$ cat src/rtl/shoal_am_pkg.sv
// -----------------------------------------------------------------------------
// shoal_am_pkg
// Shared definitions for the Active Message (AM) transmit path.
//   - Bit positions of the AM header fields inside a 64-bit header beat.
//   - State encoding of the transmit arbiter FSM.
//   - Helper that stamps a source ID into a header beat.
// No ports (package).
// -----------------------------------------------------------------------------
package shoal_am_pkg;

    localparam int AM_BEAT_WIDTH  = 32'd64;

    localparam int AM_HANDLER_HI  = 32'd59;
    localparam int AM_HANDLER_LO  = 32'd56;
    localparam int AM_DST_HI      = 32'd39;
    localparam int AM_DST_LO      = 32'd24;
    localparam int AM_SRC_HI      = 32'd23;
    localparam int AM_SRC_LO      = 32'd8;

    typedef enum logic [1:0] {
        ST_ARB     = 2'd0,
        ST_HEADER  = 2'd1,
        ST_PAYLOAD = 2'd2
    } am_tx_state_e;

    // Replace only the source field of a header beat; every other bit is kept.
    function automatic logic [AM_BEAT_WIDTH-1:0] am_stamp_src(
        input logic [AM_BEAT_WIDTH-1:0] hdr,
        input logic [15:0]              src
    );
        logic [AM_BEAT_WIDTH-1:0] res;
        res = hdr;
        res[AM_SRC_HI:AM_SRC_LO] = src;
        return res;
    endfunction

endpackage

$ cat src/rtl/axis_pipe_reg.sv
// -----------------------------------------------------------------------------
// axis_pipe_reg
// One-entry AXI-Stream register stage. Accepts a beat whenever it is empty or
// being drained in the same cycle, so a full register sustains one beat/cycle.
// Ports:
//   clock, reset_n          clock and synchronous active-low reset
//   in_data/in_last         beat offered by the upstream side
//   in_valid                upstream valid
//   in_ready                register can accept this cycle (!out_valid | out_ready)
//   out_data/out_last/out_valid  registered stream towards downstream
//   out_ready               downstream ready
// -----------------------------------------------------------------------------
module axis_pipe_reg #(
    parameter int WIDTH = 64
) (
    input  logic             clock,
    input  logic             reset_n,
    input  logic [WIDTH-1:0] in_data,
    input  logic             in_last,
    input  logic             in_valid,
    output logic             in_ready,
    output logic [WIDTH-1:0] out_data,
    output logic             out_last,
    output logic             out_valid,
    input  logic             out_ready
);

    logic [WIDTH-1:0] data_r;
    logic             last_r;
    logic             valid_r;
    logic             in_ready_s;

    // Room for a new beat when empty or when the held beat leaves this cycle.
    always_comb begin
        in_ready_s = ~valid_r | out_ready;
    end

    // Storage: load on input handshake, otherwise drop valid once drained.
    always_ff @(posedge clock) begin
        if (!reset_n) begin
            data_r  <= '0;
            last_r  <= 1'b0;
            valid_r <= 1'b0;
        end else if (in_valid && in_ready_s) begin
            data_r  <= in_data;
            last_r  <= in_last;
            valid_r <= 1'b1;
        end else if (out_ready) begin
            valid_r <= 1'b0;
        end else begin
            valid_r <= valid_r;
        end
    end

    assign in_ready  = in_ready_s;
    assign out_data  = data_r;
    assign out_last  = last_r;
    assign out_valid = valid_r;

endmodule

$ cat src/rtl/am_tx_arbiter.sv
// -----------------------------------------------------------------------------
// am_tx_arbiter
// Merges NUM_KERNELS per-kernel outbound AM streams into one 64-bit stream.
// Round-robin, packet-atomic: once a kernel is granted, all beats up to its
// tlast are forwarded before another kernel is considered. The header beat of
// each packet gets its source field replaced by address_offset + kernel index.
// Ports:
//   clock, reset_n     clock and synchronous active-low reset
//   s_axis_tdata       kernel k beat in [64k+63:64k]
//   s_axis_tlast       per-kernel end of packet
//   s_axis_tvalid      per-kernel valid
//   s_axis_tready      per-kernel ready, at most one bit set
//   m_axis_*           merged, registered AM stream
//   address_offset     global ID of kernel 0 (static while running)
// -----------------------------------------------------------------------------
module am_tx_arbiter
    import shoal_am_pkg::*;
#(
    parameter int NUM_KERNELS = 2,
    parameter int DATA_WIDTH  = 64
) (
    input  logic                              clock,
    input  logic                              reset_n,
    input  logic [NUM_KERNELS*DATA_WIDTH-1:0] s_axis_tdata,
    input  logic [NUM_KERNELS-1:0]            s_axis_tlast,
    input  logic [NUM_KERNELS-1:0]            s_axis_tvalid,
    output logic [NUM_KERNELS-1:0]            s_axis_tready,
    output logic [DATA_WIDTH-1:0]             m_axis_tdata,
    output logic                              m_axis_tlast,
    output logic                              m_axis_tvalid,
    input  logic                              m_axis_tready,
    input  logic [15:0]                       address_offset
);

    localparam int KERNEL_WIDTH = (NUM_KERNELS == 32'sd1) ? 32'sd1 : $clog2(NUM_KERNELS);

    am_tx_state_e            state_r;
    logic [KERNEL_WIDTH-1:0] grant_r;
    logic [KERNEL_WIDTH-1:0] last_grant_r;

    logic                    active_s;
    logic [DATA_WIDTH-1:0]   raw_beat_s;
    logic [DATA_WIDTH-1:0]   beat_s;
    logic                    beat_last_s;
    logic                    beat_valid_s;
    logic                    out_ready_s;
    logic                    in_fire_s;
    logic [NUM_KERNELS-1:0]  ready_s;

    // First requester found by walking cyclically from the kernel after 'last'.
    function automatic logic [KERNEL_WIDTH-1:0] rr_pick(
        input logic [NUM_KERNELS-1:0]  valid,
        input logic [KERNEL_WIDTH-1:0] last
    );
        logic [KERNEL_WIDTH-1:0] pick;
        logic [KERNEL_WIDTH-1:0] idx;
        logic                    found;
        pick  = '0;
        found = 1'b0;
        for (int i = 32'sd1; i <= NUM_KERNELS; i++) begin
            idx = KERNEL_WIDTH'((int'(last) + i) % NUM_KERNELS);
            if (!found && valid[idx]) begin
                pick  = idx;
                found = 1'b1;
            end else begin
                found = found;
            end
        end
        return pick;
    endfunction

    // Datapath mux from the granted kernel, with source stamping on the header.
    always_comb begin
        active_s     = (state_r == ST_HEADER) || (state_r == ST_PAYLOAD);
        raw_beat_s   = s_axis_tdata[DATA_WIDTH*int'(grant_r) +: DATA_WIDTH];
        beat_s       = (state_r == ST_HEADER)
                       ? am_stamp_src(raw_beat_s, address_offset + 16'(grant_r))
                       : raw_beat_s;
        beat_last_s  = s_axis_tlast[grant_r];
        beat_valid_s = active_s & s_axis_tvalid[grant_r];
        in_fire_s    = beat_valid_s & out_ready_s;
    end

    // Only the granted kernel sees ready, and only outside arbitration.
    always_comb begin
        ready_s = '0;
        if (active_s && out_ready_s) begin
            ready_s[grant_r] = 1'b1;
        end else begin
            ready_s = '0;
        end
    end

    assign s_axis_tready = ready_s;

    // Arbitration FSM: pick a kernel, take its header, then stream until tlast.
    always_ff @(posedge clock) begin
        if (!reset_n) begin
            state_r      <= ST_ARB;
            grant_r      <= '0;
            last_grant_r <= KERNEL_WIDTH'(NUM_KERNELS - 32'sd1);
        end else begin
            case (state_r)
                ST_ARB: begin
                    if (|s_axis_tvalid) begin
                        grant_r <= rr_pick(s_axis_tvalid, last_grant_r);
                        state_r <= ST_HEADER;
                    end else begin
                        state_r <= ST_ARB;
                    end
                end
                ST_HEADER: begin
                    if (in_fire_s) begin
                        last_grant_r <= grant_r;
                        state_r      <= beat_last_s ? ST_ARB : ST_PAYLOAD;
                    end else begin
                        state_r <= ST_HEADER;
                    end
                end
                ST_PAYLOAD: begin
                    if (in_fire_s && beat_last_s) begin
                        state_r <= ST_ARB;
                    end else begin
                        state_r <= ST_PAYLOAD;
                    end
                end
                default: begin
                    state_r <= ST_ARB;
                end
            endcase
        end
    end

    axis_pipe_reg #(
        .WIDTH (DATA_WIDTH)
    ) u_out_reg (
        .clock     (clock),
        .reset_n   (reset_n),
        .in_data   (beat_s),
        .in_last   (beat_last_s),
        .in_valid  (beat_valid_s),
        .in_ready  (out_ready_s),
        .out_data  (m_axis_tdata),
        .out_last  (m_axis_tlast),
        .out_valid (m_axis_tvalid),
        .out_ready (m_axis_tready)
    );

endmodule
$ cat config.mk
export PLATFORM = sky130hd
export DESIGN_NAME = am_tx_arbiter
export DESIGN_NICKNAME = d
export VERILOG_FILES = /design/src/rtl/shoal_am_pkg.sv /design/src/rtl/axis_pipe_reg.sv /design/src/rtl/am_tx_arbiter.sv
export SDC_FILE = /design/constraint.sdc
export NUM_CORES = 1
export LEC_CHECK = 0
export CAP_MARGIN = 15
export CORE_MARGIN = 2
export CORE_UTILIZATION = 42
export DETAILED_ROUTE_END_ITERATION = 10
export PLACE_DENSITY = 0.89
export REMOVE_ABC_BUFFERS = 1
export SYNTH_ARGS = -nofsm -noshare
export SYNTH_HDL_FRONTEND = slang
export SYNTH_SLANG_ARGS = --single-unit
$ cat constraint.sdc
create_clock -name clock -period 4.4 [get_ports clock]
set_clock_uncertainty 0.1 [all_clocks]
set_input_delay 0.88 -clock clock [delete_from_list [all_inputs] [get_ports clock]]
set_output_delay 0.88 -clock clock [all_outputs]
set_load 0.02 [all_outputs]
==> run metrics <==
status complete, no violations; Final ANT Viol Nets 0; total CTS buffers 9; most common cell after layout, fill and taps aside clkdlybuf4s50_1; Slew Viols, Final 0; clk_lat worst skew 0.34 ns; maximum vdd drop 161.8 uV; post-synthesis sequential area ratio 36.20%; count of hold-fix buffers inserted at cts 0; IO buf count 218; Die Width 100.0 um; post-synthesis xor/xnor area fraction 1.584%; vias in the first global route 3774; Endpoint, Worst Hold u_out_reg.out_data[12]; Reg2Reg Launch Point state_r[1]; post-CTS setup buffer count 0; # IOs 219; arrival time worst endpoint 2.37 ns; main combinational cell family by area after synthesis compound AO/OA/AOI/OAI gates; Worst-path clk slew 0.08 ns; Initial Util 42.50%; CTS sink count 70; Site Rows 35; Post-Synthesis Cell Area 0.003871 mm2; Crit Path Class in -> out; f_max 0.2986 GHz; DIE AREA 0.01000 mm2; Setup-failing EPs final 0; CP Max Fanout 3; ys async rst share 0%; largest net degree at the start of global routing 58; GP Congestion 0.8343; clock buffer depth 2; remaining global-route overflow 0; Synth area leader dfxtp_1; hold_sp u_out_reg.out_data[12]; wire per inst 16.43 um; hold path depth 2; GR Util All Layers 22.97%; Final period util 76.11%; simple-gate share of the synthesized area 15.06%; synthesized area per cell 9.751 um2; Power, Total 2.037 mW; Critical Path RT 3.42 ns; fraction of layout cells with a size suffix above 1 11.92%; r2r worst-path depth 6; Synth area leaders dfxtp_1, mux2i_1, a211oi_2; mux cell area share after synthesis 18.00%; Area Growth Syn to Fin 62.64%; DR pass1 iterations 4; first-pass GRT wire length 18230 um; critical path startpoint category primary input; commonest cells after routing, fill and taps aside clkdlybuf4s50_1, dfxtp_1, mux2i_1; Finished Core Util 69.12%; total number of vias 3843; slew margin rel. 39.23%; Clock Tree Root clkbuf_8; initial antenna violation count 0; Post-Layout Inst Area 0.006296 mm2; synthesized flop and latch total 70; placed cell area 0.006076 mm2; # Max-Cap Violations 0; Post-Route WL 11740 um; Tightest Pin Transition 0.9102 ns; Synth Area in Compound Gates 22.27%; Hold Vio Cnt, Final 0; Nets 756; number of flops mapped to enable cells by yosys 0; Mapped Cells 397; Worst Hold Class reg -> reg; Final min period 3.349 ns; core area 0.009109 mm2; TritonCTS clock tree built; R2R Path End u_out_reg.out_data[23]; top cell type's share of synthesized area 36.20%; Synth Area in Adders 1.939%; Detail Placement HPWL 8936 um; Synth Warn # 0; Primary FF master, synth dfxtp_1; Die Span Y 100.0 um; CP endpoint kind output port; Vias/cell 5.375; RSZ-0062 raised after global routing no; antenna cell count 0; P_leak 2.113 nW; pwr dens 323.5 mW/mm2; post_cts resized 0; FF-to-FF setup slack 1.80 ns; htree depth 3; Cell variety after synth 53; DR iter-0 viols 109; DRC 0
## final cells by class
type	instances	area, um2
repair buffers	222	2225
flip-flops and latches	70	1405
multi-input cells	290	2285
fillers	698	2813
clock inverters	7	96.34
well taps	111	138.9
clock buffers	9	123.9
inverters	6	22.52
## state kept, by name, summed over array words and instances, names as in the netlist
register / cells
grant_r: 1
last_grant_r: 1
state_r: 2
u_out_reg.out_data: 64
u_out_reg.out_last: 1
u_out_reg.out_valid: 1
## power breakdown
group	switching (mW)	internal [mW]	total [mW]
Combinational	0.344	0.362	0.706
Sequential	0.0497	0.705	0.755
Clock	0.255	0.321	0.576
Total	0.649	1.39	2.04
## worst max path at each step
stage                  startpoint                endpoint  slack [ns]  cells past startpoint
CTS                 m_axis_tready        s_axis_tready[0]        1.04                      4
floorplan                 grant_r  u_out_reg.out_data[22]       -3.63                      4
detailed placement  m_axis_tready        s_axis_tready[0]        1.05                      4
global route        m_axis_tready        s_axis_tready[0]        0.98                      4
global placement    m_axis_tready        s_axis_tready[0]        1.12                      4
finish              m_axis_tready        s_axis_tready[0]        1.05                      4
## logic make-up after synthesis
family                   Yosys count
XOR/XNOR                           7
AND/OR/NAND/NOR                  118
buffers and inverters             37
flip-flops                        70
AO/OA/AOI/OAI                     90
adder cells (fa/ha/maj)            6
multiplexers                      69
## worst max-delay path: stages
cell and delay (ns):
clkdlybuf4s50_1 0.44, nor2b_1 0.41, nor3_1 0.08, clkdlybuf4s50_1 0.56
## metal layers
| layer | part of all wire (%) | vias to the layer above | global-route usage, % |
|---|---|---|---|
| met5 | 0 | - | 0 |
| met4 | 2.0 | 0 | 8.535 |
| met3 | 8.1 | 18 | 5.153 |
| met2 | 52 | 172 | 43.71 |
| met1 | 38 | 1785 | 24.62 |
| li1 | - | 1868 | - |
## through the flow
step | hold slack, ns | worst slack (ns) | TNS (ns) | std cells
2_1_floorplan | 0.3400 | -3.628 | -210.11 | 366
3_3_place_gp | 0.3472 | 1.118 | 0 | 699
3_5_place_dp | 0.3487 | 1.052 | 0 | 699
4_1_cts | 0.3608 | 1.043 | 0 | 715
5_1_grt | 0.3981 | 0.9813 | 0 | 715
6_report | 0.3619 | 1.051 | 0 | 715
## Yosys cell counts (2+ instances only)
library cell	count
inv_1	5
nor4_1	2
nand2_1	23
nand4_1	4
a211oi_1	17
nor2b_1	4
o221ai_1	2
buf_2	12
a311o_1	2
o21ai_0	4
clkbuf_1	9
buf_4	9
nor4_2	2
or3_1	2
nor3_1	5
a211oi_2	37
a21oi_1	8
ha_1	6
dfxtp_1	70
nand3_2	2
xnor2_1	6
nand3_1	6
and2_1	2
and3_1	3
mux2i_1	67
a31oi_1	2
nor2_1	56
o211ai_1	5
No activity file was read; power rests on OpenSTA's default activity.
